File: src/rtl/rot_sq_multi.sv
// Rotating square on an N_DIG-digit multiplexed common-anode seven-segment display.
// Optional pause blink enabled by defining ROT_SQ_PAUSE_BLINK_EN.
module rot_sq_multi #(
    parameter int N_DIG    = 4,
    parameter int STEP_DIV = 50000000,
    parameter int SCAN_DIV = 50000
) (
    input  logic                          clk,
    input  logic                          reset,
    input  logic                          en,
    input  logic                          cw,
    input  logic [1:0]                    speed,
    output logic [6:0]                    sseg,
    output logic [N_DIG-1:0]              an,
    output logic [$clog2(2*N_DIG)-1:0]    pos,
    output logic                          wrap
);

    localparam int PW = $clog2(2*N_DIG);
    localparam int DW = $clog2(N_DIG);
    localparam int SW = $clog2(STEP_DIV+1);
    localparam int CW = $clog2(SCAN_DIV+1);

    localparam logic [SW-1:0]    STEP_FULL = SW'(STEP_DIV);
    localparam logic [CW-1:0]    SCAN_LAST = CW'(SCAN_DIV-1);
    localparam logic [DW-1:0]    DIG_LAST  = DW'(N_DIG-1);
    localparam logic [PW-1:0]    NP        = PW'(N_DIG);
    localparam logic [PW-1:0]    NM1       = PW'(N_DIG-1);
    localparam logic [PW-1:0]    POS_MAX   = PW'(2*N_DIG-1);
    localparam logic [N_DIG-1:0] ONE       = N_DIG'(1);
    localparam logic [6:0]       SEG_UP    = 7'b0011100;
    localparam logic [6:0]       SEG_LO    = 7'b0100011;

    logic [SW-1:0]    step_cnt;
    logic [SW-1:0]    term;
    logic             tick;
    logic [CW-1:0]    scan_cnt;
    logic [DW-1:0]    dig;
    logic             blink;
    logic             upper;
    logic [PW-1:0]    lit;
    logic [6:0]       pat;
    logic [N_DIG-1:0] an_nxt;

    // ">=" rather than "==" so a speed increase mid-count ticks immediately
    always_comb begin
        term = (STEP_FULL >> speed) - SW'(1);
        tick = (step_cnt >= term);
    end

    always_ff @(posedge clk or negedge reset) begin
        if (!reset) begin
            step_cnt <= '0;
        end else if (tick) begin
            step_cnt <= '0;
        end else begin
            step_cnt <= step_cnt + SW'(1);
        end
    end

    always_ff @(posedge clk or negedge reset) begin
        if (!reset) begin
            pos  <= '0;
            wrap <= 1'b0;
        end else begin
            wrap <= 1'b0;
            if (tick && en) begin
                if (cw) begin
                    if (pos == POS_MAX) begin
                        pos  <= '0;
                        wrap <= 1'b1;
                    end else begin
                        pos <= pos + PW'(1);
                    end
                end else begin
                    if (pos == '0) begin
                        pos  <= POS_MAX;
                        wrap <= 1'b1;
                    end else begin
                        pos <= pos - PW'(1);
                    end
                end
            end
        end
    end

    always_ff @(posedge clk or negedge reset) begin
        if (!reset) begin
            scan_cnt <= '0;
            dig      <= '0;
        end else if (scan_cnt == SCAN_LAST) begin
            scan_cnt <= '0;
            dig      <= (dig == DIG_LAST) ? '0 : dig + DW'(1);
        end else begin
            scan_cnt <= scan_cnt + CW'(1);
        end
    end

`ifdef ROT_SQ_PAUSE_BLINK_EN
    always_ff @(posedge clk or negedge reset) begin
        if (!reset) begin
            blink <= 1'b0;
        end else if (en) begin
            blink <= 1'b0;
        end else if (tick) begin
            blink <= ~blink;
        end
    end
`else
    assign blink = 1'b0;
`endif

    // upper half runs left-to-right from digit N-1, lower half right-to-left from digit 0
    always_comb begin
        upper  = (pos < NP);
        lit    = upper ? (NM1 - pos) : (pos - NP);
        pat    = 7'h7F;
        if (!blink && (PW'(dig) == lit)) begin
            pat = upper ? SEG_UP : SEG_LO;
        end
        an_nxt = ~(ONE << dig);
    end

    always_ff @(posedge clk or negedge reset) begin
        if (!reset) begin
            an   <= '1;
            sseg <= 7'h7F;
        end else begin
            an   <= an_nxt;
            sseg <= pat;
        end
    end

endmodule

File: config.mk
export PLATFORM = sky130hd
export DESIGN_NAME = rot_sq_multi
export DESIGN_NICKNAME = d
export VERILOG_FILES = /design/src/rtl/rot_sq_multi.sv
export SDC_FILE = /design/constraint.sdc
export NUM_CORES = 1
export LEC_CHECK = 0
export CAP_MARGIN = 5
export CELL_PAD_IN_SITES_DETAIL_PLACEMENT = 0
export CELL_PAD_IN_SITES_GLOBAL_PLACEMENT = 1
export CORE_MARGIN = 2
export CORE_UTILIZATION = 40
export CTS_CLUSTER_DIAMETER = 100
export CTS_CLUSTER_SIZE = 14
export DETAILED_ROUTE_END_ITERATION = 8
export PLACE_DENSITY_LB_ADDON = 0.3
export REMOVE_ABC_BUFFERS = 1
export SLEW_MARGIN = 15
export SYNTH_ARGS = -nofsm -noshare
export SYNTH_HDL_FRONTEND = slang
export SYNTH_SLANG_ARGS = --single-unit
File: constraint.sdc
create_clock -name clk -period 2.54 [get_ports clk]
set_input_delay 0.508 -clock clk [delete_from_list [all_inputs] [get_ports clk]]
set_output_delay 0.508 -clock clk [all_outputs]
set_load 0.005 [all_outputs]
After elaboration in Yosys (flattened, before gate mapping)
Cells that the tools add are included.
{"block": "word_totals", "register_bits": 59, "input_bits": 6, "output_inout_bits": 15, "wordCells": 39}
{"block": "op_classes", "addsub": 8, "magnitude_cmp": 2, "eq_ne": 4, "shifts": 2, "mux": 13, "n_bitwise": 1, "reduce_logical": 2}
{"op": "adder 26 x 1 -> 26 bit (second input constant)", "n": 1}
{"op": ">= comparator 26 bit", "n": 1}
{"op": "two-way mux 26 bit", "n": 1}
{"op": ">> shifter 26 x 2 -> 26 bit (first input constant)", "n": 1}
{"op": "subtractor 26 x 1 -> 26 bit (second input constant)", "n": 1}
{"op": "adder 16 x 1 -> 16 bit (second input constant)", "n": 1}
{"op": "equality test 16 bit (second input constant)", "n": 1}
{"op": "two-way mux 16 bit", "n": 1}
{"op": "two-way mux 3 bit", "n": 4}
{"op": "two-way mux 7 bit", "n": 1}
{"op": "two-way mux 6 bit", "n": 1}
{"op": "two-way mux 1 bit", "n": 4}
{"op": "inverter 4 bit", "n": 1}
{"op": "left shift 1 x 2 -> 4 bit (first input constant)", "n": 1}
{"op": "adder 3 x 1 -> 3 bit (second input constant)", "n": 1}
{"op": "equality test 2 x 3 -> 1 bit", "n": 1}
{"op": "equality test 3 bit (second input constant)", "n": 1}
{"op": "zero test 3 bit", "n": 1}
{"op": "less-than comparator 3 bit (second input constant)", "n": 1}
{"op": "subtractor 2 x 3 -> 3 bit (first input constant)", "n": 1}
{"op": "subtractor 3 x 1 -> 3 bit (second input constant)", "n": 1}
{"op": "subtractor 3 bit (second input constant)", "n": 1}
{"op": "adder 2 x 1 -> 2 bit (second input constant)", "n": 1}
{"op": "equality test 2 bit (second input constant)", "n": 1}
{"op": "2 further kinds", "n": 2}

Depth between registers and ports, before layout
{"block": "logic_depth", "ltp_word": 5, "ltp_mapped": 11, "ltp_nobuf": 10}

Least setup slack after synthesis
OpenSTA, ideal clock, no wires.
{"block": "synth_timing", "kind": "input-to-reg", "start": "input speed[1]", "end": "register pos[0]", "setup_time_ns": 0.126, "t_arrival_ns": 2.191, "setup_slack_ns": 0.223, "cell_stages": 9, "path_buffers": 0, "path_cell_list": "nor2b_4 > inv_2 > ha_1 > ha_1 > a21oi_1 > o211ai_1 > o211ai_2 > a31oi_4 > a311o_1"}
{"block": "synth_between", "elab_chain_len": 4}
{"element": "start: declaration", "line_no": "12", "text": "input logic [1:0] speed,"}
{"element": ">> shifter 26 x 2 -> 26 bit", "line_no": "47", "text": "term = (STEP_FULL >> speed) - SW'(1);"}
{"element": "subtractor 26 x 1 -> 26 bit", "line_no": "47"}
{"element": ">= comparator 26 bit", "line_no": "48", "text": "tick = (step_cnt >= term);"}
{"element": "logical AND 1 bit", "line_no": "67", "text": "if (tick && en) begin"}
{"element": "end signal: assignment", "line_no": "73", "text": "pos <= pos + PW'(1);"}
{"element": "end signal: assignment", "line_no": "80", "text": "pos <= pos - PW'(1);"}
{"element": "end: declaration", "line_no": "15", "text": "output logic [$clog2(2*N_DIG)-1:0] pos,"}
Every way passes these cells.
A chain may end at the register's enable or synchronous reset.

Worst setup path in the final report
{"block": "layout_timing", "start": "input speed[0]", "end": "register pos[2]"}
Same word-level chain as after synthesis.

==> results.toml <==
[outcome]
status = "finished, final reports clean"

[placement]
dp_hpwl_um = 4370
port_buffers = 20
place_congestion = 0.755

[routing]
drtPass1Iterations = 4
wl_per_cell_um = 12.8
via_per_inst = 4.86
vias = 2263
ant_nets = 0
top_layer = "met4"
drtIter0Drc = 54
wl_met1_um = 3040
wirelength_um = 5970
dr_wl_met2_um = 2640
dr_wl_met3_um = 215
route.detailed.drc = 0

[layout]
drive_gt1_share_pct = 13.7
antenna_cells = 0
fillers = 736
area_growth_pct = 16.3
post-route-util_pct = 48.0
layout.nets = 399

[min_path]
min_path_type = "primary input to async pin"

[clock_tree]
max-clock-path-buffers = 2
cts-root-buf = "clkbuf_8"
postCtsSetupRepairBufs = 0
clk_latency_ns = 0.31
ctsHtreeMaxLevel = 2
cts_tree = "built"
clk_pin_slew_ns = 0.10
numClockSinks = 55
cts_buffers = 5

[timing]
rsz0062_at_grt = "false"
fin_crit_ns = 2.38
hold_violations = 0
finalSetupViolCount = 0
relSlewSlack_pct = 53.1
timing.final.max_slew_violations = 0
fin_crit_sh_pct = 93.9
tightest_slew_ns = 0.703
fmax_mhz = 419
fin_worst_skew_ns = 0.0114

[global_route]
grt.total_usage_pct = 15.5
first_global_vias = 2294
grt_overflow = 0
grt_max_degree = 56
grt_pass1_wl_um = 10800
antenna_found_initial = 0

[power_and_ir_drop]
ir_drop_mv = 0.323
p_sw_share_pct = 30.5
combPwrFrac_pct = 27.0
total_power_uw = 2370
p_sw_uw = 723
pwr-share-clk_pct = 24.4
power_density_nw_per_um2 = 638
sequentialPowerShare_pct = 48.6
p_leak_uw = 0.00175
internal_power_uw = 1640

[setup_path]
cp.arrival_ns = 2.58
cp-end-kind = "flip-flop"
required_ns = 2.73
start_kind = "primary input"
crit_fanout = 5
path_class = "primary input to flip-flop"

[logic_synthesis]
ys_types = 48
syn_inst = 325
seq_area_frac_synth_pct = 43.4
synth-seq-cells = 55
synth.top_cell.area_share_pct = 37.7
synth_edf_count = 0
synthFlopType = "dfrtp_1"
yosys.area.top_type = "dfrtp_1"
async_flop_share_pct = 100
syn_area_per_cell_um2 = 9.81
netlist_area_um2 = 3190
ys_top_cells_by_area = "dfrtp_1 38%, ha_1 12%, nor2_1 6.6%"
synth_common_cells = "56 x nor2_1, 48 x dfrtp_1, 30 x ha_1, 24 x inv_1, 24 x nand3_1"
ys_warn_count = 0
yosysMostFrequentCell = "nor2_1"

[die]
die-width_um = 93.3
core-area_um2 = 7730
rows = 32
fp.dieH_um = 93.3
die_area_um2 = 8700
initial_core_util_pct = 41.3
io_pins = 21

[run]
cap_violations = 0
-- worst paths after layout --
check / cells after the start / slack, ns / from / endpoint
max in group asynchronous: 2 / 1.74 / reset / wrap
hold reg to reg: 1 / 0.49 / scan_cnt[0] / scan_cnt[0]
hold / removal: 2 / 0.31 / reset / step_cnt[9]
setup reg to reg: 7 / 0.39 / step_cnt[16] / pos[0]
setup / recovery: 10 / 0.16 / speed[0] / pos[2]
min in group clk: 1 / 0.49 / scan_cnt[0] / scan_cnt[0]
-- per-stage QoR --
step           cell area [µm²]  setup WS (ns)  instances  setup TNS (ns)  hold slack [ns]
5_1_grt                   3710        0.00332        466               0            0.390
3_3_place_gp              3600         -0.388        458           -9.28            0.474
4_1_cts                   3710          0.132        466               0            0.358
2_1_floorplan             3140          0.214        318               0            0.212
6_report                  3710          0.155        466               0            0.314
3_5_place_dp              3600         -0.445        458          -11.11            0.474
-- state kept, by name, summed over array words and instances, names as in the netlist --
| name | flops |
|---|---|
| an | 4 |
| dig | 2 |
| pos | 3 |
| scan_cnt | 16 |
| sseg | 3 |
| step_cnt | 26 |
| wrap | 1 |
-- routing by layer --
layer,track usage [%],vias to the layer above
met2,23.6,26
li1,-,1154
met4,4.41,0
met5,0,-
met1,21.9,1078
met3,3.71,5
-- logic make-up (layout without fill, tap and decap cells) --
family | after synthesis | in the layout | synth area share, %
other | 2 | 3 | 0.236
buffers and inverters | 33 | 71 | 4.47
adder cells (fa/ha/maj) | 31 | 31 | 12.1
XOR/XNOR | 42 | 42 | 11.5
flip-flops | 55 | 55 | 43.4
AO/OA/AOI/OAI | 27 | 27 | 6.63
multiplexers | 2 | 2 | 0.785
AND/OR/NAND/NOR | 133 | 133 | 20.8
-- layout make-up --
class,instances,area [µm²],share of cell area [%]
Multi-Input combinational cell,238,1670,44.9
Sequential cell,55,1390,37.3
Timing Repair Buffer,38,329,8.87
Tap cell,102,128,3.44
Inverter,25,93.8,2.53
Clock buffer,7,76.3,2.06
Clock inverter,1,30.0,0.810
-- repair_timing --
action | 4_1_cts | 5_1_grt
pin swaps | 3 | 0
gates resized for setup | 4 | 1
endpoints found under the setup margin | 30 | 11
cloned | 0 | 0
hold buffers | 0 | 0
-- layout by cell type (no fill, tap or decap), types with 8 or more instances in the layout --
master	n
buf_4	18
xor2_1	19
xnor2_1	23
clkdlybuf4s50_1	17
ha_1	30
dfrtp_1	48
nand2_1	19
nor2_1	56
nand4_1	8
inv_1	24
nand3_1	24
-- power groups by stage --
stage          Clock (µW)  Sequential [µW]  Combinational (µW)
6_report              578             1150                 638
5_1_grt               637             1170                 736
4_1_cts               599             1150                 649
3_5_place_dp            0             1170                 645
3_3_place_gp            0             1170                 638
2_1_floorplan           0             1140                 382
-- critical path, stage by stage --
cell             delay [ns]
clkdlybuf4s15_1        0.27
buf_4                  0.20
nand2_1                0.08
inv_1                  0.06
ha_1                   0.28
nand3_1                0.13
o31ai_2                0.28
o211ai_2               0.19
a31oi_4                0.26
mux2_4                 0.31
Power figures use the tool's default switching activity.
